[config.mk]
export PLATFORM = sky130hd
export DESIGN_NAME = btn_press_encoder_flat
export DESIGN_NICKNAME = d
export VERILOG_FILES = /design/src/rtl/btn_press_encoder_if.sv /design/src/rtl/btn_press_encoder.sv /design/src/flat_wrapper.sv
export SDC_FILE = /design/constraint.sdc
export NUM_CORES = 1
export LEC_CHECK = 0
export CAP_MARGIN = 5
export CORE_MARGIN = 2
export CORE_UTILIZATION = 58
export DETAILED_ROUTE_END_ITERATION = 10
export PLACE_DENSITY = 0.78
export RECOVER_POWER = 25
export SLEW_MARGIN = 40
export SYNTH_ARGS = -nofsm -noshare
export SYNTH_HDL_FRONTEND = slang
export SYNTH_SLANG_ARGS = --single-unit
[constraint.sdc]
create_clock -name clock -period 2.8 [get_ports clock]
set_input_delay 0.84 -clock clock [delete_from_list [all_inputs] [get_ports clock]]
set_output_delay 0.84 -clock clock [all_outputs]
set_load 0.005 [all_outputs]
[src/rtl/btn_press_encoder_if.sv]
// rtl/btn_press_encoder_if.sv - press-event handshake bundle between the key encoder and its consumer
//
// Signals:
//   press_valid    event pending, held until acknowledged        (producer -> consumer)
//   press_code     2-bit key code of the pending/last event      (producer -> consumer)
//   press_overflow sticky flag: an event was lost, buffer full    (producer -> consumer)
//   busy           producer FSM is not idle                       (producer -> consumer)
//   press_ack      consumer accepts the pending event             (consumer -> producer)
//
// Modports:
//   master - the encoder (event producer)
//   slave  - the game FSM (event consumer)

interface btn_press_encoder_if;
    logic       press_valid;
    logic [1:0] press_code;
    logic       press_overflow;
    logic       busy;
    logic       press_ack;

    modport master (
        output press_valid,
        output press_code,
        output press_overflow,
        output busy,
        input  press_ack
    );

    modport slave (
        input  press_valid,
        input  press_code,
        input  press_overflow,
        input  busy,
        output press_ack
    );
endinterface

[src/rtl/btn_press_encoder.sv]
// rtl/btn_press_encoder.sv - debounced, encoded, acknowledged press events from three raw board keys
//
// Ports:
//   clock    in   system clock, all logic on the rising edge
//   reset    in   synchronous, active-low reset
//   btn_raw  in   3 asynchronous raw keys, polarity set by BTN_ACTIVE_LOW
//   evt      master side of btn_press_encoder_if:
//              press_valid / press_code / press_overflow / busy out, press_ack in
//
// Parameters:
//   DEBOUNCE_CYCLES  cycles an input must stay stable to be accepted (2 .. 2^CNT_W-1)
//   CNT_W            debounce counter width
//   BTN_ACTIVE_LOW   1: a key reads 0 when pressed; 0: active-high keys

module btn_press_encoder #(
    parameter int DEBOUNCE_CYCLES = 500000,
    parameter int CNT_W           = 20,
    parameter int BTN_ACTIVE_LOW  = 1
) (
    input  logic                 clock,
    input  logic                 reset,
    input  logic [2:0]           btn_raw,
    btn_press_encoder_if.master  evt
);

    typedef enum logic [1:0] {
        IDLE       = 2'd0,
        DB_PRESS   = 2'd1,
        HELD       = 2'd2,
        DB_RELEASE = 2'd3
    } state_t;

    // Level the raw keys show when nothing is pressed; the synchronizer
    // resets to it so a reset never looks like a press.
    localparam logic [2:0]       RELEASED = (BTN_ACTIVE_LOW != 0) ? 3'b111 : 3'b000;
    localparam logic [CNT_W-1:0] CNT_LAST = CNT_W'(DEBOUNCE_CYCLES - 1);

    // ------------------------------------------------------------------
    // Input conditioning
    // ------------------------------------------------------------------
    logic [2:0] sync_meta;
    logic [2:0] sync_stable;
    logic [2:0] pressed;

    always_ff @(posedge clock) begin
        if (!reset) begin
            sync_meta   <= RELEASED;
            sync_stable <= RELEASED;
        end else begin
            sync_meta   <= btn_raw;
            sync_stable <= sync_meta;
        end
    end

    assign pressed = (BTN_ACTIVE_LOW != 0) ? ~sync_stable : sync_stable;

    // ------------------------------------------------------------------
    // Debounce FSM
    // ------------------------------------------------------------------
    state_t           state;
    state_t           state_nxt;
    logic [CNT_W-1:0] cnt;
    logic [CNT_W-1:0] cnt_nxt;
    logic [2:0]       snapshot;
    logic [2:0]       snapshot_nxt;
    logic             busy_q;
    logic             emit;

    always_ff @(posedge clock) begin
        if (!reset) begin
            state    <= IDLE;
            cnt      <= '0;
            snapshot <= 3'b000;
            busy_q   <= 1'b0;
        end else begin
            state    <= state_nxt;
            cnt      <= cnt_nxt;
            snapshot <= snapshot_nxt;
            // Registered alongside the state so busy never glitches.
            busy_q   <= (state_nxt != IDLE);
        end
    end

    always_comb begin
        state_nxt    = state;
        cnt_nxt      = cnt;
        snapshot_nxt = snapshot;
        emit         = 1'b0;

        case (state)
            IDLE: begin
                if (pressed != 3'b000) begin
                    snapshot_nxt = pressed;
                    cnt_nxt      = '0;
                    state_nxt    = DB_PRESS;
                end
            end

            DB_PRESS: begin
                if (pressed == 3'b000) begin
                    state_nxt = IDLE;
                end else if (pressed != snapshot) begin
                    // Key set still settling: restart the stability window
                    // on the new combination.
                    snapshot_nxt = pressed;
                    cnt_nxt      = '0;
                end else if (cnt == CNT_LAST) begin
                    emit      = 1'b1;
                    state_nxt = HELD;
                end else begin
                    cnt_nxt = cnt + CNT_W'(1);
                end
            end

            HELD: begin
                // Keys added while held are deliberately ignored: one
                // physical push yields exactly one event.
                if (pressed == 3'b000) begin
                    cnt_nxt   = '0;
                    state_nxt = DB_RELEASE;
                end
            end

            DB_RELEASE: begin
                if (pressed != 3'b000) begin
                    state_nxt = HELD;
                end else if (cnt == CNT_LAST) begin
                    state_nxt = IDLE;
                end else begin
                    cnt_nxt = cnt + CNT_W'(1);
                end
            end

            default: begin
                state_nxt = IDLE;
                cnt_nxt   = '0;
            end
        endcase
    end

    // ------------------------------------------------------------------
    // Key encoding: a single key gives its index, any chord gives 11
    // ------------------------------------------------------------------
    logic [1:0] emit_code;

    always_comb begin
        emit_code = 2'b11;
        case (snapshot)
            3'b001:  emit_code = 2'b00;
            3'b010:  emit_code = 2'b01;
            3'b100:  emit_code = 2'b10;
            default: emit_code = 2'b11;
        endcase
    end

    // ------------------------------------------------------------------
    // One-entry event buffer
    // ------------------------------------------------------------------
    logic       valid_q;
    logic [1:0] code_q;
    logic       overflow_q;
    logic       slot_free;

    // An ack arriving on the emit cycle frees the slot in time for the
    // new event, so the collision case never counts as an overflow.
    assign slot_free = !valid_q || evt.press_ack;

    always_ff @(posedge clock) begin
        if (!reset) begin
            valid_q    <= 1'b0;
            code_q     <= 2'b00;
            overflow_q <= 1'b0;
        end else if (emit) begin
            if (slot_free) begin
                valid_q <= 1'b1;
                code_q  <= emit_code;
            end else begin
                overflow_q <= 1'b1;
            end
        end else if (evt.press_ack) begin
            // Code is kept so the consumer can still read the last key.
            valid_q <= 1'b0;
        end
    end

    assign evt.press_valid    = valid_q;
    assign evt.press_code     = code_q;
    assign evt.press_overflow = overflow_q;
    assign evt.busy           = busy_q;

endmodule

[src/flat_wrapper.sv]
// flat-port wrapper written by rule: the top's interface ports become plain ports
module btn_press_encoder_flat 
#(
    parameter int DEBOUNCE_CYCLES = 500000,
    parameter int CNT_W           = 20,
    parameter int BTN_ACTIVE_LOW  = 1
)
  (clock, reset, btn_raw, evt_press_valid, evt_press_code, evt_press_overflow, evt_busy, evt_press_ack);
  btn_press_encoder_if evt_i ();
  input  logic clock;
  input  logic reset;
  input  logic [2:0] btn_raw;
  output wire logic [$bits(evt_i.press_valid)-1:0] evt_press_valid;
  output wire logic [$bits(evt_i.press_code)-1:0] evt_press_code;
  output wire logic [$bits(evt_i.press_overflow)-1:0] evt_press_overflow;
  output wire logic [$bits(evt_i.busy)-1:0] evt_busy;
  input wire logic [$bits(evt_i.press_ack)-1:0] evt_press_ack;
  assign evt_press_valid = evt_i.press_valid;
  assign evt_press_code = evt_i.press_code;
  assign evt_press_overflow = evt_i.press_overflow;
  assign evt_busy = evt_i.busy;
  assign evt_i.press_ack = evt_press_ack;
  btn_press_encoder #(.DEBOUNCE_CYCLES(DEBOUNCE_CYCLES), .CNT_W(CNT_W), .BTN_ACTIVE_LOW(BTN_ACTIVE_LOW)) u_core (.clock(clock), .reset(reset), .btn_raw(btn_raw), .evt(evt_i));
endmodule
==> flow_metrics.env <==
export IMPL_outcome="complete, no violations"
export IMPL_setup_viol=0
export IMPL_clock_latency_ns=0.35
export IMPL_met2_wirelength_mm=1.945
export IMPL_whs_path_depth=1
export IMPL_ys_warn_count=0
export IMPL_hold_viol=0
export IMPL_synth_main_ff_cell="dfxtp_1"
export IMPL_final_max_slew_viol_count=0
export IMPL_postSynthAreaPerCell_um2=8.984
export IMPL_cp_data_arrival_time_ns=2.46
export IMPL_dieWidth_um=58.82
export IMPL_synth_edff_count=0
export IMPL_syn_area_um2=1743
export IMPL_pwr_share_clk_pct=38.0
export IMPL_critPathLaunchType="flip-flop"
export IMPL_crit_required_ns=3.09
export IMPL_die_h_um=58.82
export IMPL_drt_total_wl_mm=3.803
export IMPL_fmax_ghz=0.4600
export IMPL_async_reset_ff_share_pct=0
export IMPL_overflow=0
export IMPL_top_layer_used="met4"
export IMPL_tightest_slew_ns=0.7512
export IMPL_rows=19
export IMPL_cts_made_buffers=5
export IMPL_power_density_nw_per_um2=498.1
export IMPL_grt_start_max_net_pins=22
export IMPL_p_comb_share_pct=7.5
export IMPL_path_max_fanout=6
export IMPL_worstPathCellList="nand2_2 -> or4_4 -> or4_4 -> nor4_4 -> mux2i_1"
export IMPL_fillCellCount=231
export IMPL_clkTransAtPathRegs_ns=0.11
export IMPL_grt_pass1_vias=1533
export IMPL_ctsLongestPathBuffers=2
export IMPL_start_util_pct=62.13
export IMPL_period_share_pct=77.64
export IMPL_root_buffer="clkbuf_4"
export IMPL_ioPinCount=11
export IMPL_seq_area_um2=720.7
export IMPL_seqPwrFrac_pct=54.5
export IMPL_hold_end="u_core.sync_stable[0]$_SDFF_PN1_"
export IMPL_r2r_slack_ns=0.63
export IMPL_grt_first_pass_wirelength_mm=6.686
export IMPL_place_area_um2=1883
export IMPL_maxSlewHeadroom_pct=49.92
export IMPL_synth_distinct_cells=45
export IMPL_drive_gt1_share_pct=10.48
export IMPL_swShare_pct=24.21
export IMPL_worst_ir_drop_vdd_mv=0.4723
export IMPL_min_from="u_core.sync_meta[0]$_SDFF_PN1_"
export IMPL_leakage_nw=0.6488
export IMPL_wl_met3_um=214
export IMPL_grt_antenna_before_repair=0
export IMPL_worstSetupPathType="flip-flop to flip-flop"
export IMPL_clkSinkCount=36
export IMPL_syn_nets=201
export IMPL_rsz0062_at_grt="no"
export IMPL_drtIter0Drc=107
export IMPL_postCtsResizedCells=0
export IMPL_r2r_cells=5
export IMPL_utilization_pct=69.85
export IMPL_vias=1538
export IMPL_r2r_start="u_core.cnt[3]$_SDFFE_PN0P_"
export IMPL_period_minus_slack_ns=2.174
export IMPL_cts_tree="yes"
export IMPL_clock_skew_ns=0.007004
export IMPL_hold_class="flip-flop to flip-flop"
export IMPL_cp_slowest_cell="or4_4"
export IMPL_setup_tns_ns=0
export IMPL_n_antenna_cell=0
export IMPL_ys_seq_area_share_pct=41.35
export IMPL_stdcell_area_um2=1959
export IMPL_drv_cap=0
export IMPL_cts_setup_buffers=0
export IMPL_areaGrowthSynthToFinish_pct=12.42
export IMPL_reg2reg_to="u_core.evt.press_code[0]$_SDFFE_PN0P_"
export IMPL_end_kind="flip-flop"
export IMPL_final_cell_mix="36 x dfxtp_1, 13 x nor2_1, 12 x nand4_1"
export IMPL_place_gp_congestion=0.8862
export IMPL_die_area_um2=3460
export IMPL_track_usage_pct=25.86
export IMPL_portBuffers=10
export IMPL_multiInputGateArea_um2=982.2
export IMPL_drt_met1_wl_mm=1.591
export IMPL_drt_pass1_iter_count=4
export IMPL_postSynthCellCount=194
export IMPL_power_switching_mw=0.2362
export IMPL_cts_hold_buf=0
export IMPL_fp_coreArea_um2=2805
export IMPL_routed_via_density=6.382
export IMPL_crit_top_cell="or4_4"
export IMPL_p_int_mw=0.7397
export IMPL_cpPeakStageDelay_ns=0.54
export IMPL_num_nets_final=216
export IMPL_layout_commonest_cell="dfxtp_1"
export IMPL_routedWlPerCell_um=15.78
export IMPL_drtAntennaViolNets=0
export IMPL_hpwl_mm=2.710
export IMPL_route_detailed_drc=0
export IMPL_ys_ff_latch=36
export IMPL_cts_max_level=2
## routing by layer
layer / GRT usage, % / up-vias
met2: 44.29 / 50
met4: 10.71 / 0
met1: 29.26 / 731
met3: 8.791 / 7
met5: 0 / -
li1: - / 750
## sequential cells by signal (all words and copies together) (netlist names)
| signal | count |
|---|---|
| u_core.sync_stable | 3 |
| u_core.cnt | 20 |
| u_core.evt.press_valid | 1 |
| u_core.evt.busy | 1 |
| u_core.evt.press_code | 2 |
| u_core.state | 2 |
| u_core.snapshot | 3 |
| u_core.evt.press_overflow | 1 |
| u_core.sync_meta | 3 |
## power groups by stage
stage          clock network (mW)  logic [mW]  registers (mW)
2_1_floorplan                   0      0.0488           0.541
3_3_place_gp                    0      0.0712           0.543
3_5_place_dp                    0      0.0735           0.543
4_1_cts                     0.374      0.0745           0.531
5_1_grt                     0.402      0.0820           0.533
6_report                    0.371      0.0732           0.532
## cells in the mapped netlist (all sizes together), types with 2 or more instances
library cell	instances	area (um^2)
and3	5	31.28
a31oi	4	25.02
o31ai	2	15.01
xor2	11	96.34
nor4	6	52.55
xnor2	5	43.79
mux2i	2	20.02
or4	4	37.53
buf	2	12.51
nor2	13	48.80
o211ai	2	15.01
o21a	2	15.01
nand4	12	75.07
nand3	11	55.05
nand2	12	47.55
nor4b	4	35.03
dfxtp	36	720.7
or3	5	32.53
o21ai	7	35.03
and4	2	18.77
and2	4	25.02
nor2b	3	18.77
o2bb2ai	3	26.28
a22o	2	17.52
clkbuf	5	23.77
a21oi	11	55.05
nand2b	9	56.30
## cells by family (layout without fill, tap and decap cells)
| logic type | count (synthesis) | count (layout) | share of synthesized area [%] |
|---|---|---|---|
| and+or+nand+nor | 93 | 93 | 32.02 |
| buffers and inverters | 8 | 24 | 2.297 |
| muxes | 2 | 2 | 1.149 |
| AOI/OAI and AO/OA | 38 | 38 | 14.43 |
| xor gates and xnor gates | 16 | 16 | 8.040 |
| DFF | 36 | 36 | 41.35 |
| adders and majority gates | 1 | 1 | 0.7178 |
## through the flow
stage / setup WS, ns / power [mW] / instances / hold slack [ns]
3_3_place_gp: 0.6868 / 0.6138 / 233 / 0.3905
6_report: 0.6261 / 0.9759 / 241 / 0.4229
2_1_floorplan: 0.8215 / 0.5896 / 194 / 0.3863
5_1_grt: 0.5255 / 1.017 / 241 / 0.4398
4_1_cts: 0.6371 / 0.9797 / 241 / 0.4266
3_5_place_dp: 0.6310 / 0.6165 / 233 / 0.3995
## worst max-delay path by stage
stage	from	to	slack, ns	cells past startpoint
global route	reset	u_core.cnt[17]$_SDFFE_PN0P_	0.53	4
finish	u_core.cnt[3]$_SDFFE_PN0P_	u_core.evt.press_code[0]$_SDFFE_PN0P_	0.63	5
detailed placement	reset	u_core.cnt[1]$_SDFFE_PN0P_	0.63	4
floorplan	u_core.cnt[3]$_SDFFE_PN0P_	u_core.evt.press_code[0]$_SDFFE_PN0P_	0.82	5
global placement	reset	u_core.cnt[19]$_SDFFE_PN0P_	0.69	5
CTS	u_core.cnt[3]$_SDFFE_PN0P_	u_core.evt.press_code[0]$_SDFFE_PN0P_	0.64	5
## cell type report
| class | instances | area share, % |
|---|---|---|
| flip-flops and latches | 36 | 36.78 |
| multi-input cells | 150 | 50.13 |
| well taps | 31 | 1.980 |
| inverters | 1 | 0.1916 |
| clock inverters | 3 | 2.171 |
| repair buffers | 15 | 6.833 |
| clock buffers | 5 | 1.916 |
## critical path: cells and delay by family (launching register included)
kind          cells  cell delay, ns
flops             1            0.44
simple gates      4            1.44
mux               1            0.23
Note: power is estimated with default switching activity, not from simulation.
==> RTL edit: new RTL, same flow settings <==
The 4 states of `state_t` get a one-hot encoding in 4 bits.
--- a/src/rtl/btn_press_encoder.sv
+++ b/src/rtl/btn_press_encoder.sv
@@ -23,11 +23,11 @@
     btn_press_encoder_if.master  evt
 );
 
-    typedef enum logic [1:0] {
-        IDLE       = 2'd0,
-        DB_PRESS   = 2'd1,
-        HELD       = 2'd2,
-        DB_RELEASE = 2'd3
+    typedef enum logic [3:0] {
+        IDLE       = 4'b0001,
+        DB_PRESS   = 4'b0010,
+        HELD       = 4'b0100,
+        DB_RELEASE = 4'b1000
     } state_t;
 
     // Level the raw keys show when nothing is pressed; the synchronizer
Check against the original RTL: same outputs for any inputs over 10 cycles, from zero or initial values and one cycle with reset low; not proved beyond that.
==> RTL edit against the original RTL <==
- synthesized area up 13%
- wire length up 6.7%
- largest cell class unchanged
- setup slack got worse by 160 ps
- sequential share of layout area fell by 1.7 points
- sequential cell count grew 2
- die area grew 13%
- non-clock buffer count is the same
- first-iteration DRC count up 22%
- final area rose by 11%
Power is not compared: it rests on default switching activity, and its combinational part moved more than twofold at a synthesized area within 25%.
==> RTL edit: results (changes against the original RTL) <==
stage,metric,value,unit,change
power_and_ir_drop,peak supply drop,0.261,mV,
placed_design,routability cong.,0.930,,+5.0%
worst_setup_path,crit path DAT,2590,ps,+130 ps
hold_path,HP Class,reg -> reg,,
clock_tree,PostCTS Resize Cnt,0,,unchanged
clock_tree,TritonCTS buffer count,5,,unchanged
cells_and_area,layout cells sized above 1,0.0943,,-0.0105
placed_design,HPWL Detailed,2.84,mm,+4.9%
route,Pre-antenna DRT Iters,4,,unchanged
timing,final hold slack,419,ps,-4.05 ps
clock_tree,Post-CTS Setup Inserts,0,,unchanged
global_routing,largest net degree at the start of global routing,16,,-27%
route,DR vias,1751,,+14%
worst_setup_path,CP Max Fanout,15,,+9
synth,"Seq/Total Area, Yosys",0.385,,-0.0289
global_routing,first-pass GRT wire length,7.23,mm,+8.2%
global_routing,initial antenna violation count,0,,unchanged
worst_setup_path,"delay-heaviest family, CP",compound AO/OA/AOI/OAI gates,,
global_routing,All-Layer GR Usage,0.231,,-0.0281
power_and_ir_drop,LEAKAGE,0.691,nW,
synth,Synth Area in Adders,0.00633,,-0.000854
route,post-DR wirelength/cell,14.0,um,-11%
synth,complex-gate fraction of the synthesized area,0.199,,+0.0543
synth,xor-xnor portion of the synthesized cell area,0.0398,,-0.0406
synth,syn nets,238,,+18%
clock_tree,clock latency on the worst-skew pair,350,ps,about the same
worst_setup_path,largest stage delay on the critical path,530,ps,
cells_and_area,NumNets Final,250,,+16%
worst_setup_path,Worst path slowest cell,a2111oi_2,,
synth,post-synthesis mux area share,0.0152,,+0.00369
synth,post-synthesis async set-or-reset flop share,0,,unchanged
worst_setup_path,"reg-to-reg slack, setup",470,ps,-160 ps
timing,worst slew pin tran,759,ps,+7.72 ps
clock_tree,Clock transition at path regs,110,ps,about the same
synth,Synth top cells by count,"dfxtp_1 (38), a21oi_1 (22), nor2_1 (17)",,
route,DRT iter0 DRCs,131,,+22%
synth,Netlist cell types,50,,+11%
clock_tree,CTS root buffer,clkbuf_4,,
clock_tree,clk buf depth,2,,unchanged
cells_and_area,Diodes inserted,0,,unchanged
synth,ys flop type,dfxtp_1,,
outcome,outcome,completed,,
cells_and_area,Regs by FF count,"u_core.cnt (20), u_core.state (4)",,
synth,yosys warns,0,,unchanged
clock_tree,H-tree depth,2,,unchanged
placed_design,IO buf count,10,,unchanged
synth,"top cells by area, synth","dfxtp_1 (38%), a21oi_1 (5.6%), nand2b_1 (3.5%), nor2_1 (3.2%), nand2_1 (2.8%)",,
global_routing,vias in the first global route,1675,,+9.3%
timing,Worst Skew,6.42,ps,-0.580 ps
[RTL edit: cell count changes in the layout (fill, tap and decap cells not counted), moves of 5 or more]
cell and delta:
nand4_1 -6, or4_1 +5, or2_2 +5, xor2_1 -7, a21oi_1 +11, o31ai_1 +5
[RTL edit: cell type report]
cell class	count	area, um2
Sequential cell	38	761
Multi-Input combinational cell	179	1140
Inverter	4	15.0
Fill cell	306	1140
Timing Repair Buffer	15	134
Tap cell	46	57.6
Clock buffer	7	55.1
Clock inverter	1	5.00
[RTL edit: kinds of logic after synthesis]
kind of cell	after synthesis
xor+xnor	9
fa+ha+maj	1
simple gates	106
flops	38
buf+inv	14
mux	3
compound gates	60
[RTL edit: layer usage]
layer  global-route usage  vias up  share of wire
met4                0.119        0          0.023
li1                     -      895              -
met1                0.298      814           0.49
met5                    0        -              0
met3               0.0468       10          0.037
met2                0.366       32           0.45
[RTL edit: worst reg2reg max path, stage by stage (launching register included)]
cell,delay (ps)
dfxtp_1,460
nand2b_1,170
a2111oi_2,530
or2_1,490
buf_4,280
nor2_1,80
a311oi_1,250
[RTL edit: path summary, 6_finish.rpt]
kind | from | to | depth (start not counted)
worst min-delay path | u_core.sync_meta[2] | u_core.sync_stable[2] | 1
worst max register to register | u_core.state[0] | u_core.cnt[2] | 6
worst max-delay path | u_core.state[0] | u_core.cnt[2] | 6
worst min register to register | u_core.sync_meta[2] | u_core.sync_stable[2] | 1
[RTL edit: stage by stage]
step                      setup WS (ps)  cells  utilization  instance area, um2  total power [mW]
after detailed placement            394    282        0.637                2110             0.737
after CTS                           360    290        0.655                2170              1.04
after global placement              410    282        0.637                2110             0.735
after floorplan                     894    231            -                1980             0.701
after global routing                239    290        0.655                2170              1.08
final                               470    290        0.655                2170              1.03
[RTL edit: report_power, final]
| part | leakage, nW | total, mW | internal (mW) | switching (mW) |
|---|---|---|---|---|
| registers | 0.308 | 0.570 | 0.555 | 0.0152 |
| logic | 0.348 | 0.157 | 0.0603 | 0.0962 |
| clock network | 0.0353 | 0.299 | 0.122 | 0.178 |
| total | 0.691 | 1.03 | 0.737 | 0.289 |
